===== src/rtl/sdram_pkg.sv =====
// Shared types and default widths for the SDRAM write-path blocks.
package sdram_pkg;
  localparam int SDRAM_DATA_SZ    = 32;
  localparam int SDRAM_ADDR_SZ    = 10;
  localparam int SDRAM_LEN_SZ     = 4;
  localparam int SDRAM_GAP_CNT_SZ = 4;

  localparam logic SDRAM_CMD_BEAT = 1'b1;
  localparam logic SDRAM_CMD_NOP  = 1'b0;

  typedef enum logic [1:0] {
    IDLE  = 2'd0,
    BURST = 2'd1,
    GAP   = 2'd2
  } sdram_seq_state_e;
endpackage


===== src/rtl/sdram_wdata_fifo.sv =====
// Synchronous write-data FIFO; dout_o shows the head entry, a push becomes visible the next cycle.
// Pushes while full and pops while empty are ignored; push and pop together leave the count unchanged.
module sdram_wdata_fifo #(
  parameter int DATA_SZ_P = 32,
  parameter int DEPTH_P   = 4
) (
  input  logic                 clk_i,
  input  logic                 reset_i,
  input  logic                 push_i,
  input  logic                 pop_i,
  input  logic [DATA_SZ_P-1:0] din_i,
  output logic [DATA_SZ_P-1:0] dout_o,
  output logic                 full_o,
  output logic                 empty_o
);
  localparam int PTR_W = (DEPTH_P > 1) ? $clog2(DEPTH_P) : 1;
  localparam int CNT_W = PTR_W + 1;
  localparam logic [CNT_W-1:0] FULL_CNT = CNT_W'(DEPTH_P);

  logic [DATA_SZ_P-1:0] mem_q [DEPTH_P];
  logic [PTR_W-1:0]     wr_ptr_q, wr_ptr_d;
  logic [PTR_W-1:0]     rd_ptr_q, rd_ptr_d;
  logic [CNT_W-1:0]     cnt_q, cnt_d;
  logic                 do_push, do_pop;

  assign full_o  = (cnt_q == FULL_CNT);
  assign empty_o = (cnt_q == '0);
  assign do_push = push_i && !full_o;
  assign do_pop  = pop_i && !empty_o;
  assign dout_o  = mem_q[rd_ptr_q];

  // Pointers wrap naturally because the depth is a power of two.
  always_comb begin
    wr_ptr_d = wr_ptr_q;
    rd_ptr_d = rd_ptr_q;
    cnt_d    = cnt_q;
    if (do_push) wr_ptr_d = wr_ptr_q + 1'b1;
    if (do_pop)  rd_ptr_d = rd_ptr_q + 1'b1;
    case ({do_push, do_pop})
      2'b10:   cnt_d = cnt_q + 1'b1;
      2'b01:   cnt_d = cnt_q - 1'b1;
      default: cnt_d = cnt_q;
    endcase
  end

  always_ff @(posedge clk_i) begin
    if (do_push) mem_q[wr_ptr_q] <= din_i;
  end

  always_ff @(posedge clk_i or posedge reset_i) begin
    if (reset_i) begin
      wr_ptr_q <= '0;
      rd_ptr_q <= '0;
      cnt_q    <= '0;
    end else begin
      wr_ptr_q <= wr_ptr_d;
      rd_ptr_q <= rd_ptr_d;
      cnt_q    <= cnt_d;
    end
  end
endmodule


===== src/rtl/sdram_wr_sequencer.sv =====
// Burst write sequencer: buffers write data and drives one registered SDRAM beat per cycle from a base address.
// First beat two cycles after request acceptance; wdata_ready_o drops when the FIFO is full, starvation inserts bubbles.
module sdram_wr_sequencer
  import sdram_pkg::*;
#(
  parameter int DATA_SZ_P    = SDRAM_DATA_SZ,
  parameter int ADDR_SZ_P    = SDRAM_ADDR_SZ,
  parameter int LEN_SZ_P     = SDRAM_LEN_SZ,
  parameter int FIFO_DEPTH_P = 4,
  parameter int GAP_P        = 2
) (
  input  logic                 clk_i,
  input  logic                 reset_i,
  input  logic                 req_valid_i,
  output logic                 req_ready_o,
  input  logic [ADDR_SZ_P-1:0] req_addr_i,
  input  logic [LEN_SZ_P-1:0]  req_len_i,
  input  logic                 wdata_valid_i,
  output logic                 wdata_ready_o,
  input  logic [DATA_SZ_P-1:0] wdata_i,
  output logic                 cmd_o,
  output logic [ADDR_SZ_P-1:0] addr_o,
  output logic [DATA_SZ_P-1:0] data_o,
  output logic                 busy_o
);
  typedef struct packed {
    logic [ADDR_SZ_P-1:0] base;
    logic [LEN_SZ_P-1:0]  last;
    logic [LEN_SZ_P-1:0]  beat;
  } burst_ctx_t;

  sdram_seq_state_e            state_q, state_d;
  burst_ctx_t                  ctx_q, ctx_d;
  logic [SDRAM_GAP_CNT_SZ-1:0] gap_q, gap_d;
  logic                        cmd_q, cmd_d;
  logic [ADDR_SZ_P-1:0]        addr_q, addr_d;
  logic [DATA_SZ_P-1:0]        data_q, data_d;

  logic                        fifo_push, fifo_pop, fifo_full, fifo_empty;
  logic [DATA_SZ_P-1:0]        fifo_dout;

  assign wdata_ready_o = !fifo_full;
  assign fifo_push     = wdata_valid_i && !fifo_full;
  assign fifo_pop      = (state_q == BURST) && !fifo_empty;
  assign req_ready_o   = (state_q == IDLE);
  assign busy_o        = (state_q != IDLE);

  sdram_wdata_fifo #(
    .DATA_SZ_P (DATA_SZ_P),
    .DEPTH_P   (FIFO_DEPTH_P)
  ) u_wdata_fifo (
    .clk_i   (clk_i),
    .reset_i (reset_i),
    .push_i  (fifo_push),
    .pop_i   (fifo_pop),
    .din_i   (wdata_i),
    .dout_o  (fifo_dout),
    .full_o  (fifo_full),
    .empty_o (fifo_empty)
  );

  always_comb begin
    state_d = state_q;
    ctx_d   = ctx_q;
    gap_d   = gap_q;
    cmd_d   = SDRAM_CMD_NOP;
    addr_d  = addr_q;
    data_d  = data_q;
    unique case (state_q)
      IDLE: begin
        if (req_valid_i) begin
          ctx_d.base = req_addr_i;
          ctx_d.last = req_len_i;
          ctx_d.beat = '0;
          state_d    = BURST;
        end
      end
      BURST: begin
        // An empty FIFO simply leaves a bubble; the beat index does not advance.
        if (fifo_pop) begin
          cmd_d      = SDRAM_CMD_BEAT;
          addr_d     = ctx_q.base + ADDR_SZ_P'(ctx_q.beat);
          data_d     = fifo_dout;
          ctx_d.beat = ctx_q.beat + 1'b1;
          if (ctx_q.beat == ctx_q.last) begin
            if (GAP_P != 0) begin
              state_d = GAP;
              gap_d   = SDRAM_GAP_CNT_SZ'(GAP_P);
            end else begin
              state_d = IDLE;
            end
          end
        end
      end
      GAP: begin
        gap_d = gap_q - 1'b1;
        if (gap_q <= SDRAM_GAP_CNT_SZ'(1)) state_d = IDLE;
      end
      default: state_d = IDLE;
    endcase
  end

  always_ff @(posedge clk_i or posedge reset_i) begin
    if (reset_i) begin
      state_q <= IDLE;
      ctx_q   <= '0;
      gap_q   <= '0;
      cmd_q   <= SDRAM_CMD_NOP;
      addr_q  <= '0;
      data_q  <= '0;
    end else begin
      state_q <= state_d;
      ctx_q   <= ctx_d;
      gap_q   <= gap_d;
      cmd_q   <= cmd_d;
      addr_q  <= addr_d;
      data_q  <= data_d;
    end
  end

  assign cmd_o  = cmd_q;
  assign addr_o = addr_q;
  assign data_o = data_q;
endmodule


===== config.mk =====
export PLATFORM = sky130hd
export DESIGN_NAME = sdram_wr_sequencer
export DESIGN_NICKNAME = d
export VERILOG_FILES = /design/src/rtl/sdram_pkg.sv /design/src/rtl/sdram_wdata_fifo.sv /design/src/rtl/sdram_wr_sequencer.sv
export SDC_FILE = /design/constraint.sdc
export NUM_CORES = 1
export LEC_CHECK = 0
export ABC_AREA = 1
export CORE_MARGIN = 3
export CORE_UTILIZATION = 35
export CTS_CLUSTER_DIAMETER = 80
export DETAILED_ROUTE_END_ITERATION = 10
export PLACE_DENSITY = 0.54
export SLEW_MARGIN = 30
export SYNTH_ARGS = -nofsm -noshare
export SYNTH_HDL_FRONTEND = slang
export SYNTH_SLANG_ARGS = --single-unit

===== constraint.sdc =====
create_clock -name clk_i -period 3.5 [get_ports clk_i]
set_input_delay 0.525 -clock clk_i [delete_from_list [all_inputs] [get_ports clk_i]]
set_output_delay 0.525 -clock clk_i [all_outputs]
set_load 0.005 [all_outputs]

* Word level (Yosys, flattened, before mapping) *
Memory sizes are Yosys's and may differ from the RTL's. A register that Yosys moved wholly into a read port is not among the register bits.
Index checks and enable logic that the tools add are counted.

operators by class
  add/sub/neg operators = 7
  $lt $le $gt $ge = 1
  equal/unequal tests = 10
  multiplexer cells = 16
  reduce and logical (&&, ||, !) cells = 17

operators with widths
  kind                                                                   number
  4-bit two-way mux                                                      4
  4-bit one-hot mux with 2 select lines                                  2
  10-bit by 4-bit adder with 10-bit output                               1
  2-bit two-way mux                                                      4
  2-bit nonzero test                                                     4
  2-bit one-hot mux with 3 select lines                                  1
  3-bit one-hot mux with 2 select lines                                  1
  3-bit AND reduction                                                    2
  2-bit by 1-bit adder with 2-bit output, second input constant          2
  4-bit by 1-bit adder with 4-bit output, second input constant          1
  2-bit by 1-bit equality test with 1-bit output, second input constant  2
  2-bit equality test, second input constant                             2
  4-bit equality test                                                    1
  4-bit by 1-bit <= comparator with 1-bit output, second input constant  1
  1-bit logical AND                                                      4
  1-bit two-way mux                                                      4
  2-bit by 1-bit != test with 1-bit output, second input constant        2
  2-bit != test, second input constant                                   2
  2-bit AND reduction                                                    2
  4-bit AND reduction                                                    1
  4-bit by 1-bit subtractor with 4-bit output, second input constant     1
  3-bit by 1-bit adder with 3-bit output, second input constant          1
  3-bit equality test, second input constant                             1
  3-bit zero test                                                        1
  other kinds (3)                                                        4

word-level totals
  register bits = 42
  bits in writable memories = 128
  logic and storage cells = 62
  memories = 1

memory list
  name                words  width  rd ports  clocked after memory_dff  wr ports  RTL line                text
  u_wdata_fifo.mem_q  4      32     1         1                         1         sdram_wdata_fifo.sv:20  logic [DATA_SZ_P-1:0] mem_q [DEPTH_P];

* Depth between registers and ports, before layout *
Gate-level depths: netlist of the first run.

  word-level depth = 6
  gate-level depth with buffers = 10
  gate-level depth less buffers = 9

* Hierarchy *
From an unflattened synthesis of the first run, not the netlist that was laid out.

second synthesis, totals
  cell total of the unflattened synthesis = 804
  area total of the unflattened synthesis = 8,585.7 µm²

modules (own cells, without submodules)
  module              times used  cells each  area an instance (µm²)
  sdram_wdata_fifo    1           436         5,587.9
  sdram_wr_sequencer  1           368         2,997.9

* Worst setup path after synthesis of the first run *
OpenSTA, ideal clock, no wires.

  path type = reg-to-reg
  start point = register u_wdata_fifo.cnt_q[0]
  end point = memory u_wdata_fifo.mem_q[0][0], enable pin
  setup time = 0.421 ns
  data arrival time = 2.111 ns
  required time = 3.079 ns
  setup slack = 0.968 ns
  cell stages (with the launch flop) = 5
  path through = dfrtp_1 inv_1 nand3_1 nand2_1 nor2_1

between the ends
  longest elaborated chain between the ends = 6

ends and longest elaborated chain
  item                                       RTL line                  text
  from (decl)                                sdram_wdata_fifo.sv:23    logic [CNT_W-1:0] cnt_q, cnt_d;
  from (signal assigned)                     sdram_wdata_fifo.sv:58    cnt_q <= cnt_d;
  3-bit equality test *                      sdram_wdata_fifo.sv:26    assign full_o = (cnt_q == FULL_CNT);
  1-bit zero test *                          n/a
  named net wdata_ready_o                    sdram_wr_sequencer.sv:19  output logic wdata_ready_o,
  1-bit logical AND                          sdram_wr_sequencer.sv:43  assign fifo_push = wdata_valid_i && !fifo_full;
  1-bit logical AND *                        sdram_wdata_fifo.sv:28    assign do_push = push_i && !full_o;
  1-bit two-way mux *                        sdram_wdata_fifo.sv:47    if (do_push) mem_q[wr_ptr_q] <= din_i;
  1-bit two-way mux (not written as such) *  sdram_wdata_fifo.sv:47
  to (decl)                                  sdram_wdata_fifo.sv:20

The timed path passes the listed nets; every way through them passes the cells marked *.

* Worst setup path after layout of the first run *
  start point = register state_q[1]
  end point = output req_ready_o

between the ends
  longest elaborated chain between the ends = 1

ends and longest elaborated chain
  item                    RTL line                   text
  from (decl)             sdram_wr_sequencer.sv:32   sdram_seq_state_e state_q, state_d;
  from (signal assigned)  sdram_wr_sequencer.sv:112  state_q <= state_d;
  2-bit zero test         sdram_wr_sequencer.sv:45   assign req_ready_o = (state_q == IDLE);
  to (decl)               sdram_wr_sequencer.sv:15   output logic req_ready_o,

No other way between the ends.

==> results.sh, run 1 <==
export IMPL_status="complete, no violations"
export IMPL_clockRootBuffer="clkbuf_16"
export IMPL_crit_slowest_cell="clkdlybuf4s50_1"
export IMPL_multi_input_area_um2=2180
export IMPL_crit_path_end_kind="output port"
export IMPL_syn_to_final_growth_pct=25.3
export IMPL_overflow=0
export IMPL_nets=879
export IMPL_wire_per_inst_um=15.7
export IMPL_fin_util_pct=45.0
export IMPL_cts_num_sinks=202
export IMPL_grt_pass1_vias=5348
export IMPL_cts_htree_levels=1
export IMPL_whs_ns=0.460
export IMPL_worst_pin_slew_ns=0.765
export IMPL_worstHoldPathType="input port to asynchronous set/reset pin"
export IMPL_die_h_um=159
export IMPL_place_congestion=0.774
export IMPL_criticalPathCategory="flop to output port"
export IMPL_final_max_slew_violation_count=0
export IMPL_dp_hpwl_mm=11.2
export IMPL_max_cap_violations=0
export IMPL_synth_fp_nets=780
export IMPL_avgViaCountPerCell=4.69
export IMPL_yosys_area_top_type="edfxtp_1"
export IMPL_skew_ns=0.0264
export IMPL_synth_top_area_share_pct=47.0
export IMPL_ys_warn_count=0
export IMPL_startpoint_type="flop"
export IMPL_p_per_area_nw_per_um2=923
export IMPL_finalHoldViolations=0
export IMPL_total_power_uw=9450
export IMPL_drt_first_pass_iters=4
export IMPL_postCtsHoldBufs=0
export IMPL_antenna_cells=0
export IMPL_ios=96
export IMPL_critical_path_max_stage_delay_ns=0.54
export IMPL_cts_tree="done"
export IMPL_rsz0062_at_grt="false"
export IMPL_grt_total_usage_pct=14.2
export IMPL_crit_arrival_ns=1.69
export IMPL_synth_seq_cells=202
export IMPL_vias=5360
export IMPL_worst_path_max_fanout=3
export IMPL_vdd_drop_max_mv=0.372
export IMPL_syn_cell_area_um2=8180
export IMPL_io_buffers=95
export IMPL_synthTopCellsByArea="edfxtp_1 (47%), dfrtp_1 (23%), nand2_1 (8.7%)"
export IMPL_die_area_um2=25200
export IMPL_ant_nets=0
export IMPL_synth_cell_type_count=29
export IMPL_setup_tns_ns=0
export IMPL_ctsResizeCount=0
export IMPL_netlist_instances=716
export IMPL_cts_buffer_depth=3
export IMPL_rows=55
export IMPL_seq_area_frac_synth_pct=69.7
export IMPL_synth_avg_cell_area_um2=11.4
export IMPL_start_util_pct=35.9
export IMPL_worstPathCellList="nor2_1 > clkdlybuf4s50_1"
export IMPL_slew_headroom_pct=49.0
export IMPL_worstPathRequired_ns=2.97
export IMPL_clk_latency_ns=0.51
export IMPL_drc=0
export IMPL_drt_total_wl_mm=18.0
export IMPL_grt_max_degree=66
export IMPL_endpoint="req_ready_o"
export IMPL_path_clk_slew_ns=0.06
export IMPL_fillers=2133
export IMPL_period_share_pct=63.2
export IMPL_setup_viol=0
export IMPL_drt_iter0_markers=278
export IMPL_ff2ff_path_depth=8
export IMPL_antenna_found_initial=1
export IMPL_core_area_um2=22800
export IMPL_crit_path_start="state_q[1]$_DFFE_PP0P_"
export IMPL_rrSetupSlack_ns=1.34
export IMPL_design_area_um2=10200
export IMPL_timing_rr_start="u_wdata_fifo.cnt_q[0]$_DFFE_PP0P_"
export IMPL_post_cts_buffers=0
export IMPL_grt_pass1_wl_mm=29.2
export IMPL_p_leak_uw=0.00410
export IMPL_drive_gt1_share_pct=8.18
export IMPL_r2r_end="u_wdata_fifo.cnt_q[2]$_DFFE_PP0P_"
export IMPL_regArea_um2=5700
export IMPL_fmax_mhz=452
export IMPL_die_width_um=159
export IMPL_min_period_ns=2.21
export IMPL_dpl_cell_area_um2=9430
export IMPL_numCtsBuffers=22
cells in the final DEF (no fill, tap or decap), types with 2 or more instances in the layout:
cell type / instances
nor2_1: 78
clkinvlp_4: 3
a21oi_1: 6
nor2_4: 6
nand4_1: 2
clkbuf_16: 22
dfrtp_1: 73
xor2_1: 10
fa_1: 2
nand3_1: 24
clkbuf_8: 3
xnor2_1: 2
or2_2: 2
ha_1: 12
clkdlybuf4s50_1: 95
o21ai_0: 57
clkinv_2: 6
buf_4: 11
nand2_1: 189
inv_2: 3
o21ai_1: 21
inv_1: 28
edfxtp_1: 128
o22ai_1: 32
bufinv_16: 5
state kept, by name, indices dropped and copies added, names as in the netlist:
signal	cells
u_wdata_fifo.cnt_q	3
u_wdata_fifo.mem_q	128
gap_q	4
state_q	2
ctx_q	18
cmd_o	1
addr_o	10
u_wdata_fifo.wr_ptr_q	2
data_o	32
u_wdata_fifo.rd_ptr_q	2
per-stage QoR:
stage / worst slack, ns / instances
4_1_cts: 1.26 / 1144
3_3_place_gp: 0.880 / 1104
3_5_place_dp: 0.862 / 1104
5_1_grt: 1.13 / 1144
2_1_floorplan: 0.968 / 716
6_report: 1.29 / 1144
cell families (layout without fill, tap and decap cells):
kind of cell    count (synthesis)  after routing  synth area share, %
simple gates                  306            306                 15.0
buf+inv                        65            180                 4.05
xor+xnor                       12             12                 1.29
fa+ha+maj                      14             14                 2.33
flops                         202            202                 69.7
compound gates                117            117                 7.68
critical path: cells and delay by family (launching register included):
kind	cells	cell delay, ns
and+or+nand+nor	1	0.22
DFF	1	0.43
buffers and inverters	1	0.54
cell type report:
class / instances / share of cell area [%]
Sequential cell: 202 / 55.6
Multi-Input combinational cell: 449 / 21.3
Timing Repair Buffer: 106 / 10.1
Clock buffer: 26 / 5.81
Tap cell: 313 / 3.82
Clock inverter: 14 / 2.08
Inverter: 34 / 1.29
synthesized netlist by cell type (all sizes together):
cell type,instances
nand2,191
edfxtp,128
nor2,85
o21ai,78
dfrtp,74
inv,33
o22ai,32
nand3,25
buf,20
ha,12
clkbuf,11
xor2,10
a21oi,6
fa,2
nand4,2
or2,2
xnor2,2
clkinv,1
nand3b,1
o31ai,1
layer usage:
layer,up-vias,track usage (%),share of wire [%],routed length [um]
met5,-,0,0.050,9
met4,2,3.30,1.7,306
met3,25,3.10,5.1,926
met2,129,22.7,46,8230
met1,2564,20.1,47,8540
li1,2640,-,-,-
worst min path at each step:
stage,start,end
global route,reset_i,u_wdata_fifo.wr_ptr_q[1]$_DFFE_PP0P_
CTS,reset_i,u_wdata_fifo.wr_ptr_q[1]$_DFFE_PP0P_
finish,reset_i,u_wdata_fifo.wr_ptr_q[1]$_DFFE_PP0P_
detailed placement,data_o[2]$_DFFE_PP0P_,data_o[2]$_DFFE_PP0P_
global placement,data_o[29]$_DFFE_PP0P_,data_o[29]$_DFFE_PP0P_
floorplan,ctx_q[10]$_DFFE_PP0P_,ctx_q[10]$_DFFE_PP0P_
where the power goes:
| part | internal [uW] | total [uW] | switching (uW) |
|---|---|---|---|
| clock | 1590 | 2530 | 939 |
| combinational | 1300 | 3260 | 1960 |
| sequential | 3310 | 3670 | 360 |
| total | 6200 | 9450 | 3260 |
Note: power is estimated with default switching activity, not from simulation.
==> run 2, diff against run 1 <==
- clock period: 3.5 -> 2.2 ns (I/O delays scaled with it)
==> results.sh, run 2 (synthesis gave the netlist of run 1 again) <==
export IMPL_status="complete, no violations"
export IMPL_drt_first_pass_iters=4
export IMPL_total_power_uw=14900
export IMPL_antenna_cells=0
export IMPL_fin_util_pct=45.3
export IMPL_min_period_ns=2.07
export IMPL_seqPwrFrac_pct=39.4
export IMPL_crit_arrival_ns=1.74
export IMPL_final_cell_mix="nand2_1 (189), edfxtp_1 (128), clkdlybuf4s50_1 (95)"
export IMPL_p_comb_share_pct=35.4
export IMPL_fillers=2122
export IMPL_finalHoldViolations=0
export IMPL_postCtsHoldBufs=0
export IMPL_numCtsBuffers=22
export IMPL_place_inst=1111
export IMPL_rsz0062_at_grt="false"
export IMPL_die_area_um2=25200
export IMPL_skew_ns=0.0190
export IMPL_nets=886
export IMPL_cts_buffer_depth=3
export IMPL_worstHoldPathType="input port to asynchronous set/reset pin"
export IMPL_post_cts_buffers=0
export IMPL_grt_max_degree=52
export IMPL_ctsResizeCount=0
export IMPL_core_area_um2=22800
export IMPL_multi_input_area_um2=2180
export IMPL_setup_viol=0
export IMPL_dp_hpwl_mm=10.8
export IMPL_clockRootBuffer="clkbuf_16"
export IMPL_ios=96
export IMPL_p_int_uw=9770
export IMPL_worstPathRequired_ns=1.87
export IMPL_regMostFlops="u_wdata_fifo.mem_q"
export IMPL_grt_pass1_wl_mm=29.3
export IMPL_regArea_um2=5700
export IMPL_design_area_um2=10300
export IMPL_drc=0
export IMPL_cts_num_sinks=202
export IMPL_antenna_found_initial=2
export IMPL_avgViaCountPerCell=4.68
export IMPL_path_clk_slew_ns=0.06
export IMPL_slew_headroom_pct=59.0
export IMPL_final_max_slew_violation_count=0
export IMPL_largest_reg_flops=128
export IMPL_cts_tree="done"
export IMPL_drt_total_wl_mm=17.8
export IMPL_fmax_mhz=483
export IMPL_ant_nets=0
export IMPL_drt_iter0_markers=299
export IMPL_die_h_um=159
export IMPL_startpoint_type="flop"
export IMPL_crit_path_end_kind="output port"
export IMPL_vdd_drop_max_mv=0.860
export IMPL_clk_latency_ns=0.51
export IMPL_p_per_area_nw_per_um2=1450
export IMPL_criticalPathCategory="flop to output port"
export IMPL_grt_total_usage_pct=14.2
export IMPL_max_cap_violations=0
export IMPL_wire_per_inst_um=15.5
export IMPL_io_buffers=95
export IMPL_layout_cells_most_common="nand2_1"
export IMPL_dpl_cell_area_um2=9560
export IMPL_p_clk_share_pct=25.2
export IMPL_syn_to_final_growth_pct=26.1
export IMPL_start_util_pct=35.9
export IMPL_rows=55
export IMPL_p_leak_uw=0.00413
export IMPL_swShare_pct=34.6
export IMPL_overflow=0
export IMPL_period_share_pct=94.2
export IMPL_vias=5385
export IMPL_grt_pass1_vias=5491
export IMPL_switchingPower_uw=5160
export IMPL_place_congestion=0.728
export IMPL_drive_gt1_share_pct=8.11
export IMPL_whs_ns=0.209
export IMPL_die_width_um=159
export IMPL_finalNonFillerCells=1151
export IMPL_cts_htree_levels=1
export IMPL_worst_pin_slew_ns=0.614
export IMPL_worst_path_max_fanout=3
run 2: changes by cell type in the layout (fill, tap and decap cells not counted), sizes merged:
cell / previous run / this run
bufinv: 5 / 3
clkinv: 8 / 6
buf: 11 / 18
inv: 32 / 33
clkbuf: 26 / 31
clkinvlp: 3 / 1
run 2: layout make-up:
class / count / share of cell area (%)
well taps: 313 / 3.80
clock inverters: 9 / 1.32
clock buffers: 31 / 5.96
inverters: 34 / 1.29
multi-input cells: 449 / 21.1
repair buffers: 113 / 11.3
flip-flops and latches: 202 / 55.2
run 2: stage by stage:
| stage | TNS (ns) | setup slack (ns) |
|---|---|---|
| floorplan | -42.47 | -0.332 |
| global placement | 0 | 0.214 |
| detailed placement | 0 | 0.197 |
| CTS | 0 | 0.0856 |
| global route | 0 | 0.0110 |
| finish | 0 | 0.128 |
run 2: worst paths after layout:
kind,cells after the start,from,endpoint,slack (ns)
max reg2reg,7,ctx_q[0]$_DFFE_PP0P_,addr_o[8]$_DFFE_PP0P_,0.23
min in group clk_i,3,req_addr_i[3],ctx_q[11]$_DFFE_PP0P_,0.39
max in group asynchronous,3,reset_i,data_o[17]$_DFFE_PP0P_,1.48
min reg2reg,2,addr_o[9]$_DFFE_PP0P_,addr_o[9]$_DFFE_PP0P_,0.48
max,2,state_q[1]$_DFFE_PP0P_,req_ready_o,0.13
min,2,reset_i,gap_q[0]$_DFFE_PP0P_,0.21
run 2: critical path: stages (launching register included):
cell and delay [ns]:
dfrtp_1 0.42, nor2_1 0.28, clkdlybuf4s50_1 0.56
run 2: per-layer routing:
layer | share of wire [%] | track usage [%] | vias to the layer above
met5 | 0.13 | 0 | -
met4 | 1.5 | 2.94 | 4
met3 | 4.9 | 3.29 | 25
met2 | 46 | 23.5 | 116
met1 | 47 | 19.4 | 2586
li1 | - | - | 2654
run 2: power by group through the flow:
stage / Combinational [uW] / Sequential, uW / Clock, uW
detailed placement: 5390 / 5950 / 0
global route: 6100 / 6030 / 4020
global placement: 5330 / 5970 / 0
finish: 5290 / 5890 / 3760
CTS: 5430 / 5900 / 3860
floorplan: 3360 / 5830 / 0
==> run 3, diff against run 2 <==
- PLACE_DENSITY: 0.54 -> 0.65
- SKIP_LAST_GASP: not set -> 1
- clock period: 2.2 -> 2 ns (I/O delays scaled with it)
==> results.sh, run 3 (synthesis gave the netlist of run 1 again) <==
export IMPL_status="complete, no violations"
export IMPL_antenna_cells=0
export IMPL_clk_latency_ns=0.52
export IMPL_die_width_um=159
export IMPL_ant_nets=0
export IMPL_layout_cells_most_common="nand2_1"
export IMPL_numCtsBuffers=22
export IMPL_fin_ws_ns=0.0474
export IMPL_antenna_found_initial=0
export IMPL_ff2ff_path_depth=9
export IMPL_drt_iter0_markers=394
export IMPL_io_buffers=95
export IMPL_cts_htree_levels=1
export IMPL_grt_pass1_vias=5422
export IMPL_start_util_pct=35.9
export IMPL_slew_headroom_pct=57.8
export IMPL_worstPathRequired_ns=1.70
export IMPL_setup_tns_ns=0
export IMPL_critical_path_max_stage_delay_ns=0.52
export IMPL_rows=55
export IMPL_min_period_ns=1.95
export IMPL_die_area_um2=25200
export IMPL_max_cap_violations=0
export IMPL_nets=890
export IMPL_crit_slowest_cell="clkdlybuf4s50_1"
export IMPL_period_share_pct=97.6
export IMPL_grt_max_degree=75
export IMPL_drive_gt1_share_pct=9.26
export IMPL_total_power_uw=17000
export IMPL_drc=0
export IMPL_timing_rr_start="u_wdata_fifo.cnt_q[1]$_DFFE_PP0P_"
export IMPL_rsz0062_at_grt="false"
export IMPL_final_cell_mix="nand2_1 (189), edfxtp_1 (128), clkdlybuf4s50_1 (95)"
export IMPL_avgViaCountPerCell=4.65
export IMPL_clockRootBuffer="clkbuf_16"
export IMPL_grt_pass1_wl_mm=28.5
export IMPL_crit_arrival_ns=1.65
export IMPL_regMostFlops="u_wdata_fifo.mem_q"
export IMPL_p_leak_uw=0.00420
export IMPL_final_max_slew_violation_count=0
export IMPL_wire_per_inst_um=15.2
export IMPL_vias=5371
export IMPL_setup_viol=0
export IMPL_overflow=0
export IMPL_dp_hpwl_mm=10.6
export IMPL_grt_total_usage_pct=13.8
export IMPL_rrSetupSlack_ns=0.13
export IMPL_worst_path_max_fanout=3
export IMPL_place_congestion=0.826
export IMPL_ios=96
export IMPL_place_inst=1113
export IMPL_worstPathCellList="nor2_4 > clkdlybuf4s50_1"
export IMPL_vdd_drop_max_mv=1.06
export IMPL_cts_num_sinks=202
export IMPL_drt_first_pass_iters=4
export IMPL_criticalPathCategory="flop to output port"
export IMPL_pre_cts_slack_ns=-0.0248
export IMPL_cts_tree="done"
export IMPL_finalNonFillerCells=1155
export IMPL_core_area_um2=22800
export IMPL_die_h_um=159
export IMPL_startpoint_type="flop"
export IMPL_worst_pin_slew_ns=0.634
export IMPL_path_clk_slew_ns=0.06
export IMPL_skew_ns=0.0223
export IMPL_cts_buffer_depth=3
export IMPL_r2r_end="u_wdata_fifo.cnt_q[2]$_DFFE_PP0P_"
export IMPL_finalHoldViolations=0
export IMPL_drt_total_wl_mm=17.5
export IMPL_p_per_area_nw_per_um2=1630
export IMPL_largest_reg_flops=128
export IMPL_fmax_mhz=512
export IMPL_crit_path_end_kind="output port"
export IMPL_worstHoldPathType="input port to asynchronous set/reset pin"
export IMPL_syn_to_final_growth_pct=28.1
## run 3: cell count changes in the layout (fill, tap and decap cells not counted), moves of 2 or more
cell and change:
bufinv_16 +4, clkbuf_1 -3, buf_12 +2, buf_4 +2, clkbuf_8 -2, inv_1 -2, inv_2 +2
## run 3: stage by stage
| stage | hold WS (ns) | util (%) | cell area [um2] |
|---|---|---|---|
| 6_report | 0.273 | 46.0 | 10500 |
| 3_5_place_dp | 0.465 | 42.2 | 9610 |
| 5_1_grt | 0.311 | 46.0 | 10500 |
| 2_1_floorplan | 0.399 | - | 8200 |
| 4_1_cts | 0.272 | 45.9 | 10500 |
| 3_3_place_gp | 0.463 | 42.2 | 9610 |
## run 3: layout make-up
type	instances	area (um2)
clock buffer	26	576
tap	313	392
sequential	202	5700
fill	2095	12300
multi-input combinational	449	2190
timing repair buffer	117	1220
inverter	34	136
clock inverter	14	269
## run 3: timing repair
action	4_1_cts	5_1_grt
endpoints found under the setup margin	2	2
endpoints found under the hold margin	0	0
hold buffers	0	0
buffers inserted	0	2
cloned	0	0
gates resized for setup	2	1
pin swaps	0	0
## run 3: where the power goes
| group | internal (uW) | switching [uW] | total, uW |
|---|---|---|---|
| registers | 5790 | 596 | 6380 |
| clock network | 2980 | 1620 | 4590 |
| logic | 2540 | 3510 | 6060 |
| total | 11300 | 5730 | 17000 |
## run 3: how the worst max path moves through the flow
stage / from / end / slack [ns] / cells past startpoint
after global placement: wdata_valid_i / u_wdata_fifo.cnt_q[2]$_DFFE_PP0P_ / 0.006 / 7
after CTS: u_wdata_fifo.cnt_q[0]$_DFFE_PP0P_ / wdata_ready_o / 0.02 / 3
after detailed placement: wdata_valid_i / u_wdata_fifo.cnt_q[2]$_DFFE_PP0P_ / -0.02 / 7
final: state_q[1]$_DFFE_PP0P_ / req_ready_o / 0.05 / 2
after floorplan: u_wdata_fifo.cnt_q[0]$_DFFE_PP0P_ / u_wdata_fifo.mem_q[0][0]$_DFFE_PP_ / -0.05 / 4
after global routing: u_wdata_fifo.cnt_q[1]$_DFFE_PP0P_ / wdata_ready_o / 0.008 / 3
## run 3: metal layers
layer	track usage [%]	part of all wire (%)	vias up
met4	3.02	1.6	0
met3	2.92	4.9	25
met1	18.5	45	2561
li1	-	-	2656
met5	0	0	-
met2	23.3	48	129
## run 3: critical path: cells and delay by family, from the launching register on
family                 cells  cell delay (ns)
buffers and inverters      1             0.52
flip-flops                 1             0.44
AND/OR/NAND/NOR            1             0.19
